[config.mk]
export PLATFORM = sky130hd
export DESIGN_NAME = stoch_mmult_sequencer
export DESIGN_NICKNAME = d
export VERILOG_FILES = /design/src/rtl/stoch_mmult_sequencer_pkg.sv /design/src/rtl/stoch_ones_counter.sv /design/src/rtl/stoch_mmult_sequencer.sv
export SDC_FILE = /design/constraint.sdc
export NUM_CORES = 1
export LEC_CHECK = 0
export CORE_ASPECT_RATIO = 0.6
export CORE_UTILIZATION = 41
export CTS_BUF_LIST = sky130_fd_sc_hd__clkbuf_8
export DETAILED_ROUTE_END_ITERATION = 7
export HOLD_SLACK_MARGIN = 0.1
export PLACE_DENSITY = 0.72
export SYNTH_ARGS = -nofsm -noshare
export SYNTH_HDL_FRONTEND = slang
export SYNTH_SLANG_ARGS = --single-unit
[constraint.sdc]
create_clock -name CLK -period 3 [get_ports CLK]
set_clock_uncertainty 0.05 [all_clocks]
set_input_delay 0.3 -clock CLK [delete_from_list [all_inputs] [get_ports CLK]]
set_output_delay 0.3 -clock CLK [all_outputs]
set_load 0.01 [all_outputs]
[src/rtl/stoch_mmult_sequencer_pkg.sv]
// Shared definitions for the stochastic matrix-multiply run sequencer:
// FSM state encoding and the accumulator/count width helper.
package stoch_mmult_sequencer_pkg;

    typedef enum logic [2:0] {
        StIdle  = 3'd0,
        StClear = 3'd1,
        StFlush = 3'd2,
        StRun   = 3'd3,
        StDone  = 3'd4
    } seq_state_e;

    // One extra bit so a full window of ones (2^CNT_WIDTH) fits without overflow.
    function automatic int unsigned count_width(input int unsigned cnt_width);
        return cnt_width + 1;
    endfunction

endpackage

[src/rtl/stoch_ones_counter.sv]
// Ones counter for a single product bitstream; synchronous clear wins over enable.
module stoch_ones_counter #(
    parameter int unsigned WIDTH = 9
) (
    input  logic             CLK,
    input  logic             nRST,
    input  logic             clr,
    input  logic             en,
    input  logic             bit_in,
    output logic [WIDTH-1:0] count
);

    logic [WIDTH-1:0] count_q;

    always_ff @(posedge CLK or negedge nRST) begin
        if (!nRST) begin
            count_q <= '0;
        end else if (clr) begin
            count_q <= '0;
        end else if (en && bit_in) begin
            count_q <= count_q + WIDTH'(1);
        end
    end

    assign count = count_q;

endmodule

[src/rtl/stoch_mmult_sequencer.sv]
// Run controller for the stochastic matrix multiplier: local reset, SNG enable,
// pipeline flush, windowed ones-counting and latching of the binary estimates.
module stoch_mmult_sequencer
    import stoch_mmult_sequencer_pkg::*;
#(
    parameter int unsigned NUM_ROWS     = 2,
    parameter int unsigned NUM_COLS     = 2,
    parameter int unsigned CNT_WIDTH    = 8,
    parameter int unsigned FLUSH_CYCLES = 1
) (
    input  logic                                        CLK,
    input  logic                                        nRST,
    input  logic                                        start,
    input  logic [CNT_WIDTH-1:0]                        win_len,
    input  logic [NUM_ROWS*NUM_COLS-1:0]                Y,
    output logic                                        mm_nrst,
    output logic                                        gen_en,
    output logic                                        busy,
    output logic                                        done,
    output logic [NUM_ROWS*NUM_COLS*(CNT_WIDTH+1)-1:0]  counts
);

    localparam int unsigned NE         = NUM_ROWS * NUM_COLS;
    localparam int unsigned CW         = count_width(CNT_WIDTH);
    localparam int unsigned FW         = (FLUSH_CYCLES > 1) ? $clog2(FLUSH_CYCLES) : 1;
    localparam int unsigned TW         = (FW > CW) ? FW : CW;
    localparam int unsigned FLUSH_LAST = (FLUSH_CYCLES > 0) ? FLUSH_CYCLES - 1 : 0;

    seq_state_e           state_q, state_d;
    logic [TW-1:0]        ctr_q, ctr_d;
    logic [CW-1:0]        len_q, len_d;
    logic [CW-1:0]        len_m1;
    logic                 mm_nrst_q;
    logic [NE*CW-1:0]     counts_q;
    logic [CW-1:0]        acc [NE];
    logic                 acc_clr;
    logic                 acc_en;
    logic                 load_counts;
    logic                 run_last;
    logic                 flush_last;

    assign len_m1     = len_q - CW'(1);
    assign run_last   = (ctr_q == TW'(len_m1));
    assign flush_last = (ctr_q == TW'(FLUSH_LAST));

    always_comb begin
        state_d     = state_q;
        ctr_d       = ctr_q;
        len_d       = len_q;
        acc_clr     = 1'b0;
        acc_en      = 1'b0;
        load_counts = 1'b0;
        case (state_q)
            StIdle: begin
                if (start) begin
                    // A zero length field encodes the full 2^CNT_WIDTH window.
                    len_d   = (win_len == '0) ? {1'b1, {CNT_WIDTH{1'b0}}} : {1'b0, win_len};
                    state_d = StClear;
                end
            end
            StClear: begin
                acc_clr = 1'b1;
                ctr_d   = '0;
                state_d = (FLUSH_CYCLES == 0) ? StRun : StFlush;
            end
            StFlush: begin
                if (flush_last) begin
                    ctr_d   = '0;
                    state_d = StRun;
                end else begin
                    ctr_d = ctr_q + TW'(1);
                end
            end
            StRun: begin
                acc_en = 1'b1;
                if (run_last) begin
                    load_counts = 1'b1;
                    state_d     = StDone;
                end else begin
                    ctr_d = ctr_q + TW'(1);
                end
            end
            StDone: begin
                state_d = StIdle;
            end
            default: begin
                state_d = StIdle;
            end
        endcase
    end

    always_ff @(posedge CLK or negedge nRST) begin
        if (!nRST) begin
            state_q   <= StIdle;
            ctr_q     <= '0;
            len_q     <= '0;
            mm_nrst_q <= 1'b0;
            counts_q  <= '0;
        end else begin
            state_q   <= state_d;
            ctr_q     <= ctr_d;
            len_q     <= len_d;
            mm_nrst_q <= (state_d != StClear);
            // Fold in the final RUN sample so counts are valid during DONE itself.
            if (load_counts) begin
                for (int k = 0; k < NE; k++) begin
                    counts_q[k*CW +: CW] <= acc[k] + CW'(Y[k]);
                end
            end
        end
    end

    for (genvar g = 0; g < NE; g++) begin : g_cnt
        stoch_ones_counter #(
            .WIDTH (CW)
        ) u_cnt (
            .CLK    (CLK),
            .nRST   (nRST),
            .clr    (acc_clr),
            .en     (acc_en),
            .bit_in (Y[g]),
            .count  (acc[g])
        );
    end

    assign mm_nrst = mm_nrst_q;
    assign gen_en  = (state_q == StFlush) || (state_q == StRun);
    assign busy    = (state_q != StIdle);
    assign done    = (state_q == StDone);
    assign counts  = counts_q;

endmodule

==> results of run 1 <==
sequential cells by signal, indices dropped and copies added (netlist names):
register,flops
counts,36
ctr_q,9
g_cnt.u_cnt.count,36
len_q,9
mm_nrst,1
state_q,3
per-stage QoR:
stage	cell area [um2]	cells	hold WS, ps
4_1_cts	6040	705	468
2_1_floorplan	5180	485	-45.6
3_3_place_gp	5840	688	361
5_1_grt	6040	705	485
3_5_place_dp	5840	688	379
6_report	6040	705	467
logic make-up after synthesis:
group | Yosys count | share of synthesized area (%)
compound gates | 72 | 9.33
xor+xnor | 57 | 9.64
fa+ha+maj | 15 | 3.62
buf+inv | 42 | 4.13
flops | 94 | 45.4
mux | 47 | 12.2
simple gates | 158 | 15.7
synth_stat cells (3+ instances only):
library cell	count
or3_1	9
and4_1	4
mux2_2	12
nor2b_1	4
a31oi_1	3
inv_1	19
and3_1	10
mux2_4	29
o2bb2ai_1	3
nor4_1	3
o21ai_0	28
nand3_1	26
xor2_1	31
o31ai_1	6
xnor2_1	26
clkbuf_1	18
nand4_1	8
dfrtp_1	94
nand2_1	37
a21oi_1	13
buf_12	3
nor2_1	38
nand2b_1	4
ha_1	15
mux2i_1	6
a22o_1	6
and2_1	4
routing by layer:
metal	track usage [%]	vias up	part of all wire, %
met1	25.0	1820	52
met2	26.6	74	43
met5	0	-	0
li1	-	1796	-
met4	6.47	0	1.3
met3	4.13	15	4.4
final cells by class:
cell class	count	area (um2)
fill	1099	6140
multi-input combinational	349	2610
sequential	94	2350
timing repair buffer	62	613
tap	165	206
clock buffer	9	124
inverter	19	71.3
clock inverter	7	63.8
worst max path at each step:
stage | cells past startpoint | to | slack [ps] | start
floorplan | 11 | counts[10] | 440 | len_q[0]
global placement | 10 | counts[33] | 370 | len_q[0]
detailed placement | 10 | counts[14] | 290 | len_q[0]
CTS | 10 | counts[14] | 260 | len_q[0]
global route | 10 | counts[11] | 80 | len_q[0]
finish | 10 | counts[14] | 250 | len_q[0]
timing repair:
action	4_1_cts	5_1_grt
gates resized for setup	0	0
hold buffers	1	0
hold endpoints to repair	57	0
power breakdown:
group,leakage (nW),total (mW),switching [mW],internal [mW]
clock network,0.0967,0.827,0.506,0.321
logic,1.38,1.92,0.936,0.988
registers,1.22,2.15,0.530,1.62
total,2.70,4.91,1.97,2.93
==> impl_results.md, run 1 <==
* Synthesized Nets at 515
* Most common library cell in the layout ignoring fill and taps: dfrtp_1
* Number of standard-cell rows in the floorplan at 31
* Share of Yosys cell area claimed by the top area cell type at 45.4%
* Gate count of the mapped netlist at 485
* Mapped cell area at 5180 um2
* IR Drop Worst-Case VDD at 352 uV
* Destination of the worst hold path: counts[15]
* Diode insertion count for antenna repair at 0
* Initial core utilization at 42.5%
* Slowest stage cell on the critical path: dfrtp_1
* Fraction of final layout cells with drive strength greater than 1 at 13.5%
* Post-synth cell types at slightly above 50
* Count of pins over their slew limit at 0
* PnR Total Power at 4.91 mW
* Portion of the post-synthesis area used by sequential elements at 45.4%
* Clock root cell: clkbuf_8
* Static leakage power at 2.70 nW
* Vias in the first global route at between 3000 and 4000
* Number of antenna violations at the first check in global routing at 0
* Worst Setup End Kind: register
* Hold Path Class: reg2reg
* Number of setup buffers added after CTS at 0
* Clock insertion delay at the later pin of the skew report at 390 ps
* Overall fraction of global-route tracks in use at 17.7%
* Cell family contributing the most delay on the critical path: compound AO/OA/AOI/OAI gates
* Number of flip-flops and latches in the synthesized netlist at 94
* Data arrival time of the critical path at 2970 ps
* Tightest slew margin relative to the limit at 48.3%
* Main synth FF type: dfrtp_1
* Share of the clock period used by the worst path after layout at 91.5%
* Placement-stage worst setup slack at 291 ps
* Max incr delay on CP at between 400 and 500 ps
* Number of max-cap violations at 0
* List of cells traversed by the critical path: inv_1, ha_1, nand2_1, mux2i_1, a211oi_1, a2111oi_4, nand2_2, nor2_8, buf_4, mux2_4
* Least-Margin Pin Slew at 776 ps
* Via count normalized by instance count at around 5.3
* DR vias at 3705
* Launching point of the worst reg2reg path: len_q[0]
* Net count, final at 565
* Clock transition at the registers of the reported paths at 100 ps
* Worst Path Max Fanout at 14
* Horizontal extent of the die at 147 um
* Category of the critical setup timing path: reg2reg
* Number of H-tree branching levels at 3
* Post-route setup TNS at 0 ps
* Final hold vios at 0
* First-pass GRT wire length at 18.1 mm
* Total I/O pin count at 55
* Maximum buffer depth of the clock tree at 2
* Share of flip-flops with an asynchronous set or reset after synthesis at between 90% and 100%
* Global placement routability congestion at 0.851
* Required time of the critical path at 3220 ps
* Number of synthesis warnings at 0
* Largest net degree at the start of global routing at 60
* Number of synthesized flops with an enable pin at 0
* Die outline height at 89.0 um
* Cell type with the highest aggregate area in the netlist: dfrtp_1
* Post-DRT Antenna Nets at 0
* HPWL after DPL at 7.52 mm
* Buf+Inv Stages, Crit Path at 2
* Floorplan core area at 12200 um2
* Critical hold path startpoint: counts[15]
* Clock tree from TritonCTS: yes
* Worst-case register-to-register setup slack at 250 ps
* Power density over the cells at 812 nW/um2
* Count of buffers from port buffering at 54
* Final core area utilization at 49.6%
* Worst-case reg-to-reg path depth at 10
* Capture instance of the worst register-to-register path: counts[14]
* TritonCTS sink count at 94
* Highest-count cells in the layout ignoring fill and taps: dfrtp_1 (94), clkdlybuf4s50_1 (53), nor2_1 (38), nand2_1 (37), xor2_1 (31)
* Setup repair after global routing missed its margin: no
* Worst-case setup margin in the final layout at 254 ps
* Highest attainable clock frequency at 364 MHz
* Per-instance average area after synthesis at 10.7 um2
* Outcome: finished clean
* Total clock buffers created by CTS at 9
* Remaining global-route overflow at 0
* Instance count along the most critical hold path at 1
* Largest cells by area after synthesis: dfrtp_1 (45%), mux2_4 (8.4%), xor2_1 (5.2%)
* Detailed-route wire length per cell at 14.9 um
* Post-route minimum period at about 2700 ps
* Count of routing violations after the opening detailed-route iteration at 197
* Total Routed Length at approximately 11 mm
* Setup Viol. Count Final at 0
* Pre-Repair DR Iteration Count at 4
* Area delta synth->final at 16.7%
* Remaining DRCs at 0
* Startpoint Class: register
* Area enclosed by the die boundary at between 10000 and 15000 um2
No activity file was read; power rests on OpenSTA's default activity.
==> inputs of run 2 (changes only) <==
Settings changed: CORE_MARGIN from default to 2, DONT_BUFFER_PORTS from default to 1, PLACE_DENSITY 0.72 to 0.66.
==> run 2 against run 1 <==
  * First-iteration DRC count grew 6.1%
  * Non-clock buffer count is 39 lower
  * Critical path depth unchanged
  * Combinational power fell by 10%
  * Global-route usage decreased by 0.70 points
  * Sequential cell count unchanged
  * Die area rose by 3.6%
  * Worst setup slack better by 47 ps
  * Highest routed layer unchanged
==> impl_results.md, run 2 (synthesis gave the netlist of run 1 again) <==
* Max incr delay on CP at 440 ps
* Category of the critical setup timing path: reg2reg
* Smallest hold slack at 119 ps
* Number of H-tree branching levels at 3
* Required time of the critical path at 3210 ps
* Setup Viol. Count Final at 0
* IR Drop Worst-Case VDD at 253 uV
* Non-filler cells in the finished layout at 666
* Pre-Repair DR Iteration Count at 4
* Highest attainable clock frequency at 371 MHz
* Via count normalized by instance count at 5.40
* Global placement routability congestion at roughly 0.89
* Most common library cell in the layout ignoring fill and taps: dfrtp_1
* Remaining global-route overflow at 0
* Total I/O pin count at 55
* Post-DRT Antenna Nets at 0
* Cell area after placement at 5330 um2
* Remaining DRCs at 0
* Data arrival time of the critical path at 2910 ps
* HPWL after DPL at 7.62 mm
* Detailed-route wire length per cell at ~16 um
* Final core area utilization at between 40% and 50%
* Placement-stage worst setup slack at 152 ps
* Count of pins over their slew limit at 0
* Area enclosed by the die boundary at 13600 um2
* Total clock buffers created by CTS at 9
* Setup repair after global routing missed its margin: no
* PnR Total Power at between 4 and 5 mW
* Hold Path Class: in2reg
* Clock transition at the registers of the reported paths at 100 ps
* Count of routing violations after the opening detailed-route iteration at 209
* Net count, final at between 500 and 600
* Largest net degree at the start of global routing at 95
* Area delta synth->final at 9.69%
* Fin area at 5680 um2
* Die outline height at 91.0 um
* Vias in the first global route at approximately 3600
* Clock insertion delay at the later pin of the skew report at 370 ps
* Tightest slew margin relative to the limit at 62.4%
* Fraction of final layout cells with drive strength greater than 1 at 14.8%
* TritonCTS sink count at 94
* First-pass GRT wire length at 18.2 mm
* Maximum buffer depth of the clock tree at 2
* Number of standard-cell rows in the floorplan at 31
* Post-route setup TNS at 0 ps
* Share of the clock period used by the worst path after layout at about nine tenths
* Horizontal extent of the die at 149 um
* List of cells traversed by the critical path: inv_1, ha_1, nand2_1, mux2i_1, a211oi_1, a2111oi_4, nand2_2, nor2_8, buf_12, mux2_2
* Post-Place Cells at 635
* Buf+Inv Stages, Crit Path at 2
* Static leakage power at 2.56 nW
* Slowest stage cell on the critical path: dfrtp_1
* Diode insertion count for antenna repair at 0
* Total Routed Length at ~11 mm
* Initial core utilization at 42.5%
* Overall fraction of global-route tracks in use at between 10% and 20%
* Least-Margin Pin Slew at between 500 and 600 ps
* Worst Path Max Fanout at 15
* Highest-count cells in the layout ignoring fill and taps: dfrtp_1 (94), nor2_1 (38), nand2_1 (37), xor2_1 (31), mux2_4 (29)
* Number of antenna violations at the first check in global routing at 0
* Startpoint Class: register
* Final hold vios at 0
* Power density over the cells at 828 nW/um2
* Post-route minimum period at 2700 ps
* Number of max-cap violations at 0
* Clock tree from TritonCTS: yes
* Worst Setup End Kind: register
* Outcome: finished clean
* Worst-case setup margin in the final layout at 301 ps
* Clock root cell: clkbuf_8
* Floorplan core area at 12200 um2
* DR vias at 3594
* Cell family contributing the most delay on the critical path: compound AO/OA/AOI/OAI gates
* Count of buffers from port buffering at 0
## run 2: changes by cell type in the layout (fill, tap and decap cells not counted), moves of 2 or more
cell	change
dlygate4sd3_1	+12
clkinv_4	-2
buf_12	+2
clkinvlp_4	+4
clkdlybuf4s50_1	-53
inv_6	-2
## run 2: per-layer routing
metal	wire (um)	part of all wire (%)	GRT usage [%]
met2	4590	42	24.9
met5	0	0	0
met3	773	7.2	5.63
met4	136	1.3	4.29
met1	5310	49	24.2
## run 2: cell type report
| class | count | area (um2) |
|---|---|---|
| Clock inverter | 7 | 51.3 |
| Fill cell | 1137 | 6500 |
| Sequential cell | 94 | 2350 |
| Timing Repair Buffer | 23 | 263 |
| Multi-Input combinational cell | 349 | 2610 |
| Tap cell | 165 | 206 |
| Clock buffer | 9 | 124 |
| Inverter | 19 | 71.3 |
## run 2: repair_timing
| action | 4_1_cts | 5_1_grt |
|---|---|---|
| setup endpoints to repair | 0 | 1 |
| hold buffers | 14 | 0 |
| buffers inserted | 0 | 1 |
| endpoints found under the hold margin | 107 | 0 |
| resized for setup | 0 | 0 |
## run 2: where the power goes
group          switching [mW]  internal, mW
combinational           0.880         0.835
clock                   0.468         0.302
sequential              0.591          1.62
total                    1.94          2.76
## run 2: path summary, 6_finish.rpt
path,depth (start not counted),to,slack (ps),startpoint
min in group asynchronous,2,len_q[0],430,nRST
worst max register to register,10,counts[35],300,len_q[0]
worst min-delay path,2,g_cnt[0].u_cnt.count[2],120,Y[0]
worst max-delay path,10,counts[35],300,len_q[0]
worst min register to register,1,ctr_q[8],480,ctr_q[8]
max in group asynchronous,2,g_cnt[1].u_cnt.count[3],2070,nRST
## run 2: worst register-to-register path: stages, from the launching register on
cell	delay, ps
dfrtp_1	440
inv_1	90
ha_1	330
nand2_1	90
mux2i_1	140
a211oi_1	120
a2111oi_4	420
nand2_2	170
nor2_8	190
buf_12	200
mux2_2	360
